===== src/rtl/pwl_act_interp.sv =====
`default_nettype none
// ============================================================================
// Module   : pwl_act_interp
// Purpose  : Pipelined piecewise-linear activation unit. The signed input is
//            split into a segment index (upper bits) and a fraction (lower
//            bits). The segment start/end values come from a run-time
//            loadable LUT, and the result is linearly interpolated between them.
//            Three register stages sit behind one global valid/ready stall.
// Ports    : clk               rising-edge clock
//            rst               asynchronous reset, active-low
//            in_valid/in_ready input handshake, in_data = {idx, frac}
//            out_valid/out_ready output handshake, out_data = interpolated y
//            cfg_we/cfg_addr/cfg_data  LUT write port (works during stalls)
// Options  : PWL_ACT_ROUND_EN  round-half-up instead of floor on the final
//                              shift; latency and handshake are unchanged
// Revision : 1.0  initial release
// ============================================================================
module pwl_act_interp #(
  parameter int ADDR_W = 4,
  parameter int FRAC_W = 4,
  parameter int IN_W   = 8,   // must equal ADDR_W + FRAC_W
  parameter int DATA_W = 8
) (
  input  logic              clk,
  input  logic              rst,
  input  logic              in_valid,
  output logic              in_ready,
  input  logic [IN_W-1:0]   in_data,
  output logic              out_valid,
  input  logic              out_ready,
  output logic [DATA_W-1:0] out_data,
  input  logic              cfg_we,
  input  logic [ADDR_W-1:0] cfg_addr,
  input  logic [DATA_W-1:0] cfg_data
);

  localparam int DEPTH  = 2**ADDR_W;
  localparam int PROD_W = DATA_W + FRAC_W + 2;

  // Largest positive segment: its right neighbour would be the most negative
  // segment, so interpolation is suppressed and the output stays flat.
  localparam logic [ADDR_W-1:0] c_top_idx = {1'b0, {(ADDR_W-1){1'b1}}};

  logic [DATA_W-1:0] r_lut [DEPTH];

  logic                     w_en;
  logic [ADDR_W-1:0]        w_idx;
  logic [ADDR_W-1:0]        w_idx_nxt;
  logic [FRAC_W-1:0]        w_frac;
  logic [DATA_W-1:0]        w_base;
  logic [DATA_W-1:0]        w_nxt;
  logic [DATA_W:0]          w_diff;
  logic [PROD_W-1:0]        w_prod;
  logic signed [PROD_W-1:0] w_adj;
  logic signed [PROD_W-1:0] w_shift;
  logic [PROD_W-1:0]        w_y;
  logic                     w_unused_y;

  logic                     r_s1_valid;
  logic [DATA_W-1:0]        r_s1_base;
  logic [DATA_W-1:0]        r_s1_nxt;
  logic [FRAC_W-1:0]        r_s1_frac;
  logic                     r_s2_valid;
  logic [DATA_W-1:0]        r_s2_base;
  logic signed [PROD_W-1:0] r_s2_prod;

  // One stall signal for the whole pipe: everything moves when the output
  // slot is empty or being drained this cycle.
  assign w_en     = !out_valid || out_ready;
  assign in_ready = w_en;

  // ---------------- S1: LUT lookup ----------------
  assign w_idx     = in_data[IN_W-1:FRAC_W];
  assign w_frac    = in_data[FRAC_W-1:0];
  assign w_idx_nxt = w_idx + ADDR_W'(1);   // wraps all-ones back to 0
  assign w_base    = r_lut[w_idx];
  assign w_nxt     = (w_idx == c_top_idx) ? w_base : r_lut[w_idx_nxt];

  // LUT writes are independent of the stall; a write at an edge is seen by
  // lookups from the following cycle.
  always_ff @(posedge clk or negedge rst) begin
    if (!rst) begin
      for (int i = 0; i < DEPTH; i++) begin
        r_lut[i] <= '0;
      end
    end else if (cfg_we) begin
      r_lut[cfg_addr] <= cfg_data;
    end
  end

  // ---------------- S2: slope times fraction ----------------
  assign w_diff = {r_s1_nxt[DATA_W-1], r_s1_nxt} - {r_s1_base[DATA_W-1], r_s1_base};
  // Both operands extended to the product width, so the low PROD_W bits of
  // the unsigned multiply are the correct two's-complement product.
  assign w_prod = {{(PROD_W-DATA_W-1){w_diff[DATA_W]}}, w_diff}
                * {{(PROD_W-FRAC_W){1'b0}}, r_s1_frac};

  // ---------------- S3: base plus scaled product ----------------
`ifdef PWL_ACT_ROUND_EN
  localparam logic signed [PROD_W-1:0] c_half = PROD_W'(2**(FRAC_W-1));
  assign w_adj = r_s2_prod + c_half;
`else
  assign w_adj = r_s2_prod;
`endif
  assign w_shift = w_adj >>> FRAC_W;
  assign w_y     = {{(PROD_W-DATA_W){r_s2_base[DATA_W-1]}}, r_s2_base} + w_shift;
  // The result always lies between base and nxt, so the upper bits are pure
  // sign extension and can be dropped.
  assign w_unused_y = ^w_y[PROD_W-1:DATA_W];

  always_ff @(posedge clk or negedge rst) begin
    if (!rst) begin
      r_s1_valid <= 1'b0;
      r_s1_base  <= '0;
      r_s1_nxt   <= '0;
      r_s1_frac  <= '0;
      r_s2_valid <= 1'b0;
      r_s2_base  <= '0;
      r_s2_prod  <= '0;
      out_valid  <= 1'b0;
      out_data   <= '0;
    end else if (w_en) begin
      r_s1_valid <= in_valid;
      r_s1_base  <= w_base;
      r_s1_nxt   <= w_nxt;
      r_s1_frac  <= w_frac;
      r_s2_valid <= r_s1_valid;
      r_s2_base  <= r_s1_base;
      r_s2_prod  <= w_prod;
      out_valid  <= r_s2_valid;
      // Bubbles leave the last result in place.
      if (r_s2_valid) begin
        out_data <= w_y[DATA_W-1:0];
      end
    end
  end

endmodule
`default_nettype wire


===== config.mk =====
export PLATFORM = sky130hd
export DESIGN_NAME = pwl_act_interp
export DESIGN_NICKNAME = d
export VERILOG_FILES = /design/src/rtl/pwl_act_interp.sv
export SDC_FILE = /design/constraint.sdc
export NUM_CORES = 1
export LEC_CHECK = 0
export CAP_MARGIN = 20
export CORE_UTILIZATION = 35
export DETAILED_ROUTE_END_ITERATION = 8
export PLACE_DENSITY_LB_ADDON = 0.1
export SKIP_CTS_REPAIR_TIMING = 1
export SYNTH_ARGS = -nofsm -noshare
export SYNTH_HDL_FRONTEND = slang
export SYNTH_SLANG_ARGS = --single-unit

===== constraint.sdc =====
create_clock -name clk -period 7.84 [get_ports clk]
set_input_delay 1.568 -clock clk [delete_from_list [all_inputs] [get_ports clk]]
set_output_delay 1.568 -clock clk [all_outputs]
set_load 0.02 [all_outputs]

---- Word-level counts from Yosys, hierarchy flattened ----
Index checks and enable logic that the tools add are counted.
Widths: inputs -> output; s select.
word-level totals
  register bits after elaboration ......... 179
  input bits .............................. 25
  output and inout port bits .............. 10
  word-level logic and storage cells ...... 51
operators by class
  add/sub/neg operators ................... 3
  multipliers ............................. 1
  order comparisons ....................... 4
  eq/ne operators ......................... 1
  muxes and demuxes ....................... 10
  bitwise gates (word level) .............. 3
  reductions and logical operators ........ 4
operator list
  operator             count
  $bwmux 128           1
  $bmux 8 s4           2
  $mux 8               6
  $demux 8 s4          1
  $ge 5x5->1 const B   3
  $not 4->5            3
  $mul 9x5->12         1
  $sub 8x8->9          1
  $add 8x8->8          1
  $lt 5x1->1 const B   1
  $add 4x1->4 const B  1
  $eq 4x3->1 const B   1
  $reduce_and 2->1     1
  $logic_and 1x1->1    1
  $logic_not 1->1      1
  $logic_or 1x1->1     1

---- Logic depth before layout (Yosys ltp) ----
Gate-level depths: netlist of the first run.
  depth in word-level cells ............... 6
  depth in mapped cells ................... 21
  gate-level depth less buffers ........... 21

---- Worst setup path before layout of the first run ----
Ideal clock, no wire load.
  path type ............................... reg-to-reg
  start ................................... register r_s1_base[1]
  end ..................................... register r_s2_prod[11]
  library setup time ...................... 121 ps
  arrival ................................. 4635 ps
  required time ........................... 7719 ps
  slack ................................... 3084 ps
  cell stages (with the launch flop) ...... 22
  buffers on the path ..................... 0
  clock period less this slack ............ 4756 ps
  path through ............................ dfrtp_1 inv_1 ha_1 nor2b_1 o21ai_0 a21boi_0 o21ai_0 nor2b_1 xnor2_1 and2_1 ha_1 fa_1 inv_1 fa_1 inv_1 ha_1 or3_1 a211oi_4 nor3_2 a2111oi_2 xnor2_1 o21ai_1
between the ends
  cells in the longest elaborated chain, start to end .. 2
RTL lines
  item                      line  text
  start: declaration        60    logic [DATA_W-1:0] r_s1_base;
  start signal: assignment  124   r_s1_base <= w_base;
  $sub 8x8->9               92    assign w_diff = {r_s1_nxt[DATA_W-1], r_s1_nxt} - {r_s1_base[DATA_W-1], r_s1_base};
  $mul 9x5->12              96    * {{(PROD_W-FRAC_W){1'b0}}, r_s1_frac};
  end signal: assignment    129   r_s2_prod <= w_prod;
  end: declaration          65    logic signed [PROD_W-1:0] r_s2_prod;
Every way passes these cells.
A chain may end at the register's enable or synchronous reset.

---- Worst setup path after layout of the first run ----
Ends and elaborated chain as after synthesis.

==> out/results.env, run 1 <==
STATUS='finished clean'
ANTENNA_FOUND_INITIAL=0
SETUP.WORST_PATH.CLASS='flop to flop'
PORT-BUFFER-COUNT=34
WORST_SETUP_HOLD_PATH_CLK_SLEW_PS=70
GRT_SETUP_UNREPAIRED='false'
GLOBALROUTE.BUSIESTLAYER='met2'
FINALWORSTPATHREQUIREDPERIOD_PS=5154
HOLDWS_PS=483.7
FIN_TNS_SETUP_PS=0
PLACED_AREA_UM2=11120
AREA_DELTA_SYNTH_FINAL_PCT=13.52
FINCLKSKEW_PS=18.52
POST-DP-HPWL_MM=17.62
SYNTHESIZED_AREA_PER_CELL_UM2=13.14
HOLD_WC_PATH_TYPE='flop to flop'
ANT_NETS=0
INITIALDRTVIOLATIONCOUNT=389
VDD_IR_MAX_V=0.0003712
TRITONCTS='done'
DPL_WORST_SLACK_PS=2537
CRIT_PATH_START_KIND='flop'
POWER_mW=5.176
GR-TOTAL-OVERFLOW=0
POST-ROUTE-UTIL_PCT=40.67
CP_DATA_REQUIRED_TIME_PS=8140
VIAS_PER_CELL=5.298
INITIAL_CORE_UTIL_PCT=35.83
DESIGN.DIE.AREA_UM2=30310
FINAL_CELL_MIX='175 x dfrtp_1, 129 x mux2_2, 72 x nand2_1, 72 x mux4_2, 45 x inv_1'
ROUTED-VIA-COUNT=6432
ACHIEVABLE-FREQUENCY_MHz=194.0
FINAL_HOLD_VIOL_COUNT=0
LAYOUT.FILLER_CELLS=2701
DRT_PASS_1_ITERS=4
FF2FF_PATH_DEPTH=21
GRT_MAX_DEGREE=107
FINAL_LAYOUT_SIZE_SUFFIX_GT1_SHARE_PCT=33.01
SYNTHDISTINCTLIBCELLS=50
ANTENNA_CELLS_INSERTED=0
DIE_W_UM=174.1
LEAKAGEPOWER_nW=5.012
SYNTH-WARNING-COUNT=0
FLOORPLAN_CORE_AREA_UM2=28940
GLOBALROUTEMET1UTIL_PCT=24.91
MAX_SLEW.WORST_PIN.SLEW_PS=964.0
MIN_PERIOD_OVER_PERIOD_PCT=65.74
CRITPATHMAXFANOUT=4
TIMING.CRITICAL_PATH.ARRIVAL_PS=5450
POST-ROUTE-CELL-AREA_UM2=11770
GRTUSAGEMET3_PCT=2.822
SLEW_HEADROOM_PCT=35.41
WHS_PATH_DEPTH=2
NUM-NETS-FINAL=894
SETUP_VIOL=0
GPL.FINAL_WEIGHTED_CONGESTION=0.7681
CLK_PATH_BUF_DEPTH=2
SYNTHESIS.INSTANCES=789
FP.DIEH_UM=174.1
REPORT.FINAL.SLEW_VIOL_COUNT=0
WORSTSKEWPAIRLATENCY_PS=450
VIA_COUNT_OF_THE_FIRST_GLOBAL_ROUTING_PASS=6752
CRIT_PATH_END_KIND='flop'
FINISH.CELL_COUNT_WITHOUT_FILLERS=1214
POWER_DENSITY_nW_PER_UM2=439.8
PLACED_CELLS=1181
POST_DRT_WL_PER_CELL_UM=21.44
SYNTH_FP_NETS=866
CLOCK_SINK_COUNT=175
ROWS=62
CTS_ROOT_BUFFER='clkbuf_16'
MOSTFREQUENTLAYOUTCELL='dfrtp_1'
GRT_PASS1_WL_MM=41.56
GR-USAGE-MET2_PCT=30.68
GROUTE.USAGE.OVERALL_PCT=18.44
SYNTH.FF_LATCH_COUNT=175
MAXCAPVIOLCOUNT=0
FINAL_ROUTED_DRC_VIOLATION_TOTAL=0
SYNTHESIS.AREA_UM2=10370
DRT_WL_TOTAL_MM=26.03
CTS_BUFFERS=17
FLOORPLAN.IO_PINS=35
POST-ROUTE-WORST-SETUP-SLACK_PS=2686
SYNTH_SEQUENTIAL_AREA_RATIO_PCT=42.24
CLOCK_TREE.HTREE_LEVEL_COUNT=4
[cells by family (layout without fill, tap and decap cells)]
logic type                 Yosys count  in the layout  share of synthesized area [%]
AOI/OAI and AO/OA                   68             68                          4.127
DFF                                175            175                          42.24
and+or+nand+nor                    167            167                          8.339
xor gates and xnor gates            27             27                          2.281
buffers and inverters               91            132                          3.826
adders and majority gates           52             52                          7.507
muxes                              209            209                          31.68
[path summary, 6_finish.rpt]
path / start / endpoint / slack (ps)
setup / recovery: r_s1_base[1]$_DFFE_PN0N_ / r_s2_prod[11]$_DFFE_PN0N_ / 2690
hold / removal: r_s2_base[0]$_DFFE_PN0N_ / r_s2_base[0]$_DFFE_PN0N_ / 480
setup reg to reg: r_s1_base[1]$_DFFE_PN0N_ / r_s2_prod[11]$_DFFE_PN0N_ / 2690
hold reg to reg: r_s2_base[0]$_DFFE_PN0N_ / r_s2_base[0]$_DFFE_PN0N_ / 480
max in group asynchronous: rst / r_lut[24]$_DFFE_PN0P_ / 5210
min in group asynchronous: rst / out_data[6]$_DFFE_PN0P_ / 950
[layout make-up]
type	instances	area [um^2]	area share, %
Clock buffer	17	425.4	3.615
Clock inverter	15	192.7	1.637
Inverter	46	172.7	1.467
Multi-Input combinational cell	523	5602	47.60
Sequential cell	175	4379	37.21
Tap cell	384	480.5	4.082
Timing Repair Buffer	54	516.7	4.391
[where the power goes]
| group | switching (mW) | total [mW] | internal [mW] |
|---|---|---|---|
| Sequential | 0.200 | 1.39 | 1.19 |
| Combinational | 1.51 | 2.89 | 1.38 |
| Clock | 0.411 | 0.898 | 0.487 |
| Total | 2.12 | 5.18 | 3.05 |
[cell usage after synthesis, drive strengths merged]
master	number	area [um^2]
a21oi	14	70.07
nand2b	7	43.79
ha	35	437.9
fa	17	340.3
xor2	9	78.83
a31oi	6	37.54
o31a	1	8.760
mux2	129	1453
a21o	2	15.01
a41o	1	21.27
and4b	2	20.02
o221ai	1	8.760
o21a	2	15.01
xnor2	18	157.7
and2	22	140.1
clkbuf	30	122.6
a2111oi	1	15.01
or3	2	12.51
nor2b	11	83.83
o21bai	1	7.510
and2b	1	8.760
dfrtp	175	4379
nand3	4	20.02
a211oi	3	35.03
o21ba	1	10.01
nor3b	1	7.510
nand4b	6	52.55
o41ai	1	8.760
o21ai	32	160.2
nand2	72	270.3
and3	1	6.260
o31ai	1	7.510
a21boi	1	7.510
buf	15	101.3
clkinv	1	3.750
nor2	27	101.4
nand3b	1	7.510
inv	45	168.9
mux4	80	1832
nor3	10	90.09
[sequential cells by signal, summed over array words and instances, names as in the netlist]
register	flops
r_s2_valid	1
r_s1_base	8
r_lut	128
out_valid	1
r_s1_frac	4
r_s2_base	8
r_s1_nxt	8
r_s1_valid	1
r_s2_prod	8
out_data	8
[per-layer routing]
metal | up-vias | part of all wire, %
li1 | 2918 | -
met1 | 3416 | 46
met2 | 73 | 50
met3 | 25 | 2.3
met4 | 0 | 1.5
met5 | - | 0
[worst max-delay path, cell delays in order (launching register included)]
cell and delay [ps]:
dfrtp_1 380, inv_1 80, ha_1 300, nor2b_1 130
o21ai_0 190, a21boi_0 150, o21ai_0 220, nor2b_1 180
xnor2_1 220, and2_1 190, ha_1 240, fa_1 540
inv_1 50, fa_1 530, inv_1 40, ha_1 190
or3_1 410, a211oi_4 270, nor3_2 80, a2111oi_2 360
xnor2_1 160, o21ai_1 80
Note: power is estimated with default switching activity, not from simulation.
==> run 2: changes to the inputs <==
- clock period: 7.84 -> 5.1 ns (I/O delays scaled with it)
==> run 2 against run 1 <==
Combinational power increased by 59%. Clock skew decreased by 3.7 ps. First-iteration DRC count down 1.3%. Count of clock-buffer cells in the layout unchanged. Routed wire length up 3.5%. Critical path depth stayed put. Critical path type unchanged. Flip-flop and latch count unchanged. Highest routed layer unchanged. Global-route usage is 0.32 points higher. Sequential share of layout area is essentially flat. Largest cell class unchanged.
==> out/results.env, run 2 (synthesis results as in run 1) <==
POST-DP-HPWL_MM=18.74  # +6.3%
PORT-BUFFER-COUNT=34  # unchanged
P_CLK_SHARE_PCT=16.5  # -0.9 points
LEAKAGEPOWER_nW=5.012  # about the same
PLACED_AREA_UM2=11150  # +0.21%
CLOCK_SINK_COUNT=175  # unchanged
ANTENNA_CELLS_INSERTED=0  # unchanged
HOLD_PATH_END='r_s1_valid$_DFFE_PN0N_'
POST-ROUTE-CELL-AREA_UM2=11760  # -0.12%
FF2FF_PATH_DEPTH=21  # unchanged
CTS_BUFFERS=17  # unchanged
DPL_WORST_SLACK_PS=-45.87  # -2583 ps
FLOORPLAN_CORE_AREA_UM2=28940  # unchanged
POST_DRT_WL_PER_CELL_UM=22.18  # +3.4%
SETUP_VIOL=0  # unchanged
ROWS=62  # unchanged
STATUS='finished clean'
FP.DIEH_UM=174.1  # unchanged
FLOORPLAN.IO_PINS=35  # unchanged
TIMING.CRITICAL_PATH.ARRIVAL_PS=5170  # -280 ps
WORSTSKEWPAIRLATENCY_PS=430  # -20 ps
POWER.SHARE.COMBINATIONAL_PCT=57.1  # +1.3 points
SEQUENTIAL_CELL_AREA_UM2=4379  # unchanged
GRT_PASS1_WL_MM=42.89  # +3.2%
DIE_W_UM=174.1  # unchanged
MAX_FLOP_REGISTER='r_lut'
FINAL_LAYOUT_SIZE_SUFFIX_GT1_SHARE_PCT=33.33  # +0.32 points
REG2REG_TO='r_s2_prod[11]$_DFFE_PN0N_'
WORST_SETUP_HOLD_PATH_CLK_SLEW_PS=70  # about the same
NETSWITCHINGFRACTION_PCT=41.80  # +0.80 points
CP_DATA_REQUIRED_TIME_PS=5390  # -2750 ps
PLACED_CELLS=1184  # +0.25%
FINALWORSTPATHREQUIREDPERIOD_PS=4878  # -276.1 ps
MAX_STAGE_DELAY_PS=550  # about the same
FINAL_HOLD_VIOL_COUNT=0  # unchanged
DRT_PASS_1_ITERS=4  # unchanged
LAYOUT.FILLER_CELLS=2692  # -0.33%
REPORT.FINAL.SLEW_VIOL_COUNT=0  # unchanged
VDD_IR_MAX_V=0.0004888  # +32%
CRIT_PATH_START_KIND='flop'
WORST-R2R-SETUP-SLACK_PS=220  # -2460 ps
MULTI_INPUT_COMB_AREA_UM2=5614  # +0.22%
CLOCK_TREE.HTREE_LEVEL_COUNT=4  # unchanged
CLK_PATH_BUF_DEPTH=2  # unchanged
POWER_REPORT.INTERNAL_TOTAL_mW=4.682  # +53%
MIN_FROM='r_s1_valid$_DFFE_PN0N_'
MIN_PERIOD_OVER_PERIOD_PCT=95.64  # +30 points
AREA_DELTA_SYNTH_FINAL_PCT=13.38
ANT_NETS=0  # unchanged
GPL.FINAL_WEIGHTED_CONGESTION=0.7971  # +3.8%
SETUP.WORST_PATH.CLASS='flop to flop'
MOSTFREQUENTLAYOUTCELL='dfrtp_1'
WHS_PATH_DEPTH=2  # unchanged
CP-STARTPOINT='r_s1_base[1]$_DFFE_PN0N_'
R2R-START='r_s1_base[1]$_DFFE_PN0N_'
POST-ROUTE-UTIL_PCT=40.63  # -0.048 points
TRITONCTS='done'
HOLD_WC_PATH_TYPE='flop to flop'
PATH_DELAY_FAMILY='adder cells'
CRIT_PATH_END_KIND='flop'
NUM-NETS-FINAL=896  # +0.22%
FINISH.CELL_COUNT_WITHOUT_FILLERS=1215  # +0.082%
WORSTPATHCELLLIST='inv_1 -> ha_1 -> nor2b_1 -> o21ai_1 -> a21boi_1 -> o21ai_1 -> nor2b_4 -> xnor2_2 -> and2_1 -> ha_1 -> fa_1 -> inv_1 -> fa_1 -> inv_1 -> ha_1 -> or3_1 -> a211oi_4 -> nor3_2 -> a2111oi_2 -> xnor2_1 -> o21ai_1'
GRT_MAX_DEGREE=99  # -7.5%
POWER_FRAC_SEQ_PCT=26.4  # -0.4 points
FINCLKSKEW_PS=14.85  # -3.671 ps
CRITPATHSLOWESTCELL='fa_1'
ACHIEVABLE-FREQUENCY_MHz=205.0  # +5.7%
INITIALDRTVIOLATIONCOUNT=384  # -1.3%
SLEW_HEADROOM_PCT=36.61  # +1.2 points
NET_SW_POWER_mW=3.363  # +58%
FINAL_CELL_MIX='175 x dfrtp_1, 129 x mux2_2, 72 x nand2_1, 72 x mux4_2, 45 x inv_1'
MAXCAPVIOLCOUNT=0  # unchanged
VIAS_PER_CELL=5.395  # +1.8%
CRITPATHMAXFANOUT=4  # unchanged
INITIAL_CORE_UTIL_PCT=35.83  # unchanged
POST-ROUTE-WORST-SETUP-SLACK_PS=222.5  # -2464 ps
ANTENNA_FOUND_INITIAL=0  # unchanged
GROUTE.USAGE.OVERALL_PCT=18.76  # +0.32 points
LARGEST_REG_FLOPS=128  # unchanged
CTS_ROOT_BUFFER='clkbuf_16'
GR-TOTAL-OVERFLOW=0  # unchanged
VIA_COUNT_OF_THE_FIRST_GLOBAL_ROUTING_PASS=7239  # +7.2%
WORSTPATHBUFFERINVERTERCOUNT=3  # unchanged
POWER_DENSITY_nW_PER_UM2=684.4  # +56%
DRT_WL_TOTAL_MM=26.94  # +3.5%
DESIGN.DIE.AREA_UM2=30310  # unchanged
ROUTED-VIA-COUNT=6555  # +1.9%
MAX_SLEW.WORST_PIN.SLEW_PS=950.8  # -13.20 ps
FINAL_ROUTED_DRC_VIOLATION_TOTAL=0  # unchanged
HOLDWS_PS=481.2  # -2.480 ps
==> run 2: metrics by stage <==
step / setup TNS (ps) / total power, mW
2_1_floorplan: 0 / 5.581
3_3_place_gp: 0 / 6.576
3_5_place_dp: -45.87 / 6.754
4_1_cts: -27.11 / 8.112
5_1_grt: -71.49 / 8.760
6_report: 0 / 8.046
==> run 2: layer usage <==
metal / vias up / GRT usage [%] / part of all wire [%]
met5: - / 0 / 0
met4: 0 / 5.921 / 2.3
met3: 33 / 3.434 / 3.4
met2: 139 / 32.18 / 51
met1: 3461 / 23.95 / 43
li1: 2922 / - / -
==> run 2: final cells by class <==
class	count	area share (%)
Inverter	46	1.469
Sequential cell	175	37.25
Clock inverter	14	1.384
Clock buffer	17	3.619
Tap cell	384	4.087
Multi-Input combinational cell	523	47.76
Timing Repair Buffer	56	4.428
==> run 2: how the worst max path moves through the flow <==
stage                                     end  slack (ps)  cells past startpoint
global route        r_s2_prod[11]$_DFFE_PN0N_         -40                     21
CTS                 r_s2_prod[11]$_DFFE_PN0N_         -30                     21
global placement    r_s2_prod[11]$_DFFE_PN0N_         110                     21
floorplan           r_s2_prod[11]$_DFFE_PN0N_         340                     21
finish              r_s2_prod[11]$_DFFE_PN0N_         220                     21
detailed placement  r_s2_prod[11]$_DFFE_PN0N_         -50                     21
==> run 2: worst reg2reg max path, stage by stage (launching register included) <==
cell	delay, ps
dfrtp_1	370
inv_1	80
ha_1	280
nor2b_1	140
o21ai_1	160
a21boi_1	120
o21ai_1	210
nor2b_4	190
xnor2_2	90
and2_1	170
ha_1	330
fa_1	550
inv_1	60
fa_1	530
inv_1	40
ha_1	200
or3_1	420
a211oi_4	250
nor3_2	90
a2111oi_2	260
xnor2_1	170
o21ai_1	70
==> run 2: power groups by stage <==
stage / sequential [mW] / combinational [mW] / clock [mW]
CTS: 2.12 / 4.61 / 1.37
global route: 2.19 / 5.15 / 1.43
global placement: 2.11 / 4.46 / 0
floorplan: 2.07 / 3.51 / 0
finish: 2.12 / 4.59 / 1.33
detailed placement: 2.15 / 4.60 / 0
==> run 3: changes to the inputs <==
- CAP_MARGIN: 20 -> unset
==> run 3 against run 2 <==
Power decreased by 1.1%. Non-clock buffer count is the same. Core utilization about the same. Flip-flop and latch count stayed put. Clock skew decreased by 2.0 ps. Count of clock-buffer cells in the layout up 2. Combinational power down 1%. Via count down 0.27%. Final cell count about the same.
==> out/results.env, run 3 (synthesis results as in run 1) <==
POST_DRT_WL_PER_CELL_UM=22.08  # -0.44%
ANTENNA_CELLS_INSERTED=0  # unchanged
CRITPATHSLOWESTCELL='fa_1'
SETUP.WORST_PATH.CLASS='flop to flop'
CTS_ROOT_BUFFER='clkbuf_16'
CLOCK_TREE.HTREE_LEVEL_COUNT=4  # unchanged
NUM-NETS-FINAL=896  # unchanged
ROUTED-VIA-COUNT=6537  # -0.27%
POWER_DENSITY_nW_PER_UM2=676.9  # -1.1%
CLOCK_SINK_COUNT=175  # unchanged
LEAKAGEPOWER_nW=5.005  # -0.13%
DIE_W_UM=174.1  # unchanged
POST-DP-HPWL_MM=18.53  # -1.1%
SETUP_VIOL=0  # unchanged
FLOORPLAN.IO_PINS=35  # unchanged
FINALWORSTPATHREQUIREDPERIOD_PS=4878  # +0.3720 ps
WORSTPATHCELLLIST='inv_1 -> ha_1 -> nor2b_1 -> o21ai_1 -> a21boi_1 -> o21ai_1 -> nor2b_4 -> xnor2_2 -> and2_1 -> ha_1 -> fa_1 -> inv_1 -> fa_1 -> inv_1 -> ha_1 -> or3_1 -> a211oi_4 -> nor3_2 -> a2111oi_2 -> xnor2_1 -> o21ai_1'
MAX_SLEW.WORST_PIN.SLEW_PS=1292  # +341.5 ps
CP_DATA_REQUIRED_TIME_PS=5390  # about the same
SLEW_HEADROOM_PCT=13.38  # -23 points
GRT_PASS1_WL_MM=42.54  # -0.82%
VIA_COUNT_OF_THE_FIRST_GLOBAL_ROUTING_PASS=7207  # -0.44%
LARGEST_REG_FLOPS=128  # unchanged
DRT_PASS_1_ITERS=4  # unchanged
MIN_PERIOD_OVER_PERIOD_PCT=95.65  # about the same
ANT_NETS=0  # unchanged
DESIGN.DIE.AREA_UM2=30310  # unchanged
FIN_TNS_SETUP_PS=0  # unchanged
WORSTSKEWPAIRLATENCY_PS=430  # about the same
TRITONCTS='done'
FINAL_HOLD_VIOL_COUNT=0  # unchanged
GRT_MAX_DEGREE=99  # unchanged
CTS_BUFFERS=17  # unchanged
WORST-R2R-SETUP-SLACK_PS=220  # about the same
ROWS=62  # unchanged
CRITPATHMAXFANOUT=4  # unchanged
STATUS='finished clean'
TIMING.CRITICAL_PATH.ARRIVAL_PS=5170  # about the same
FLOORPLAN_CORE_AREA_UM2=28940  # unchanged
FINAL_CELL_MIX='175 x dfrtp_1, 129 x mux2_2, 72 x nand2_1, 72 x mux4_2, 45 x inv_1'
AREA_DELTA_SYNTH_FINAL_PCT=13.36  # about the same
DRT_WL_TOTAL_MM=26.85  # -0.36%
CLK_PATH_BUF_DEPTH=2  # unchanged
CRIT_PATH_START_KIND='flop'
FINCLKSKEW_PS=12.81  # -2.038 ps
INITIALDRTVIOLATIONCOUNT=404  # +5.2%
MAX_FLOP_REGISTER='r_lut'
GR-TOTAL-OVERFLOW=0  # unchanged
FP.DIEH_UM=174.1  # unchanged
MAX_STAGE_DELAY_PS=550  # about the same
MAXCAPVIOLCOUNT=0  # unchanged
FINAL_ROUTED_DRC_VIOLATION_TOTAL=0  # unchanged
MOSTFREQUENTLAYOUTCELL='dfrtp_1'
ACHIEVABLE-FREQUENCY_MHz=205.0  # about the same
GROUTE.USAGE.OVERALL_PCT=18.74  # -0.021 points
POWER_mW=7.955  # -1.1%
VDD_IR_MAX_V=0.0004717  # -3.5%
ANTENNA_FOUND_INITIAL=0  # unchanged
WORST_SETUP_HOLD_PATH_CLK_SLEW_PS=70  # about the same
VIAS_PER_CELL=5.376  # -0.36%
CRIT_PATH_END_KIND='flop'
GPL.FINAL_WEIGHTED_CONGESTION=0.7971  # unchanged
REPORT.FINAL.SLEW_VIOL_COUNT=0  # unchanged
FINAL_LAYOUT_SIZE_SUFFIX_GT1_SHARE_PCT=33.29  # -0.040 points
PORT-BUFFER-COUNT=34  # unchanged
HOLD_WC_PATH_TYPE='flop to flop'
INITIAL_CORE_UTIL_PCT=35.83  # unchanged
-- run 3: cell types whose count changed in the layout (fill, tap and decap cells not counted), sizes merged --
cell and delta:
inv -5, bufinv -1, clkbuf +2, clkinv +5
-- run 3: metrics by stage --
| stage | hold slack (ps) | instances | instance area [um^2] | utilization [%] | setup WS, ps |
|---|---|---|---|---|---|
| floorplan | 438.6 | 789 | 10370 | - | 344.2 |
| global route | 528.2 | 1216 | 11750 | 40.62 | -6.950 |
| detailed placement | 474.4 | 1183 | 11140 | 38.48 | 2.482 |
| global placement | 468.0 | 1183 | 11140 | 38.48 | 112.1 |
| finish | 481.4 | 1216 | 11750 | 40.62 | 222.1 |
| CTS | 493.8 | 1215 | 11730 | 40.53 | 11.49 |
-- run 3: final cells by class --
cell class / count / area [um^2]
fill: 2687 / 17180
multi-input combinational: 523 / 5613
sequential: 175 / 4379
timing repair buffer: 56 / 516.7
tap: 384 / 480.5
clock buffer: 19 / 442.9
inverter: 46 / 172.7
clock inverter: 13 / 147.6
-- run 3: power breakdown --
group          leakage [nW]  internal (mW)  total (mW)  switching (mW)
registers              2.15           1.83        2.12           0.299
logic                  2.58           2.15        4.53            2.38
clock network         0.283          0.667        1.30           0.635
-- run 3: path summary, 6_finish.rpt --
kind,startpoint,endpoint,cells after the start
max,r_s1_base[1]$_DFFE_PN0N_,r_s2_prod[11]$_DFFE_PN0N_,21
max in group asynchronous,rst,r_lut[75]$_DFFE_PN0P_,2
min in group asynchronous,rst,out_data[6]$_DFFE_PN0P_,1
min reg2reg,r_s1_valid$_DFFE_PN0N_,r_s1_valid$_DFFE_PN0N_,2
min,r_s1_valid$_DFFE_PN0N_,r_s1_valid$_DFFE_PN0N_,2
max reg2reg,r_s1_base[1]$_DFFE_PN0N_,r_s2_prod[11]$_DFFE_PN0N_,21
-- run 3: critical path, delay by kind of cell (launching register included) --
kind / cells / cell delay [ps]
DFF: 1 / 380
buffers and inverters: 3 / 190
and+or+nand+nor: 5 / 980
adders and majority gates: 5 / 1830
AOI/OAI and AO/OA: 6 / 1130
xor gates and xnor gates: 2 / 250
-- run 3: metal layers --
layer  part of all wire [%]  track usage (%)  vias up
li1                       -                -     2910
met1                     42            23.75     3420
met2                     51            31.32      158
met3                    3.9            3.368       49
met4                    3.2            8.260        0
met5                      0                0        -
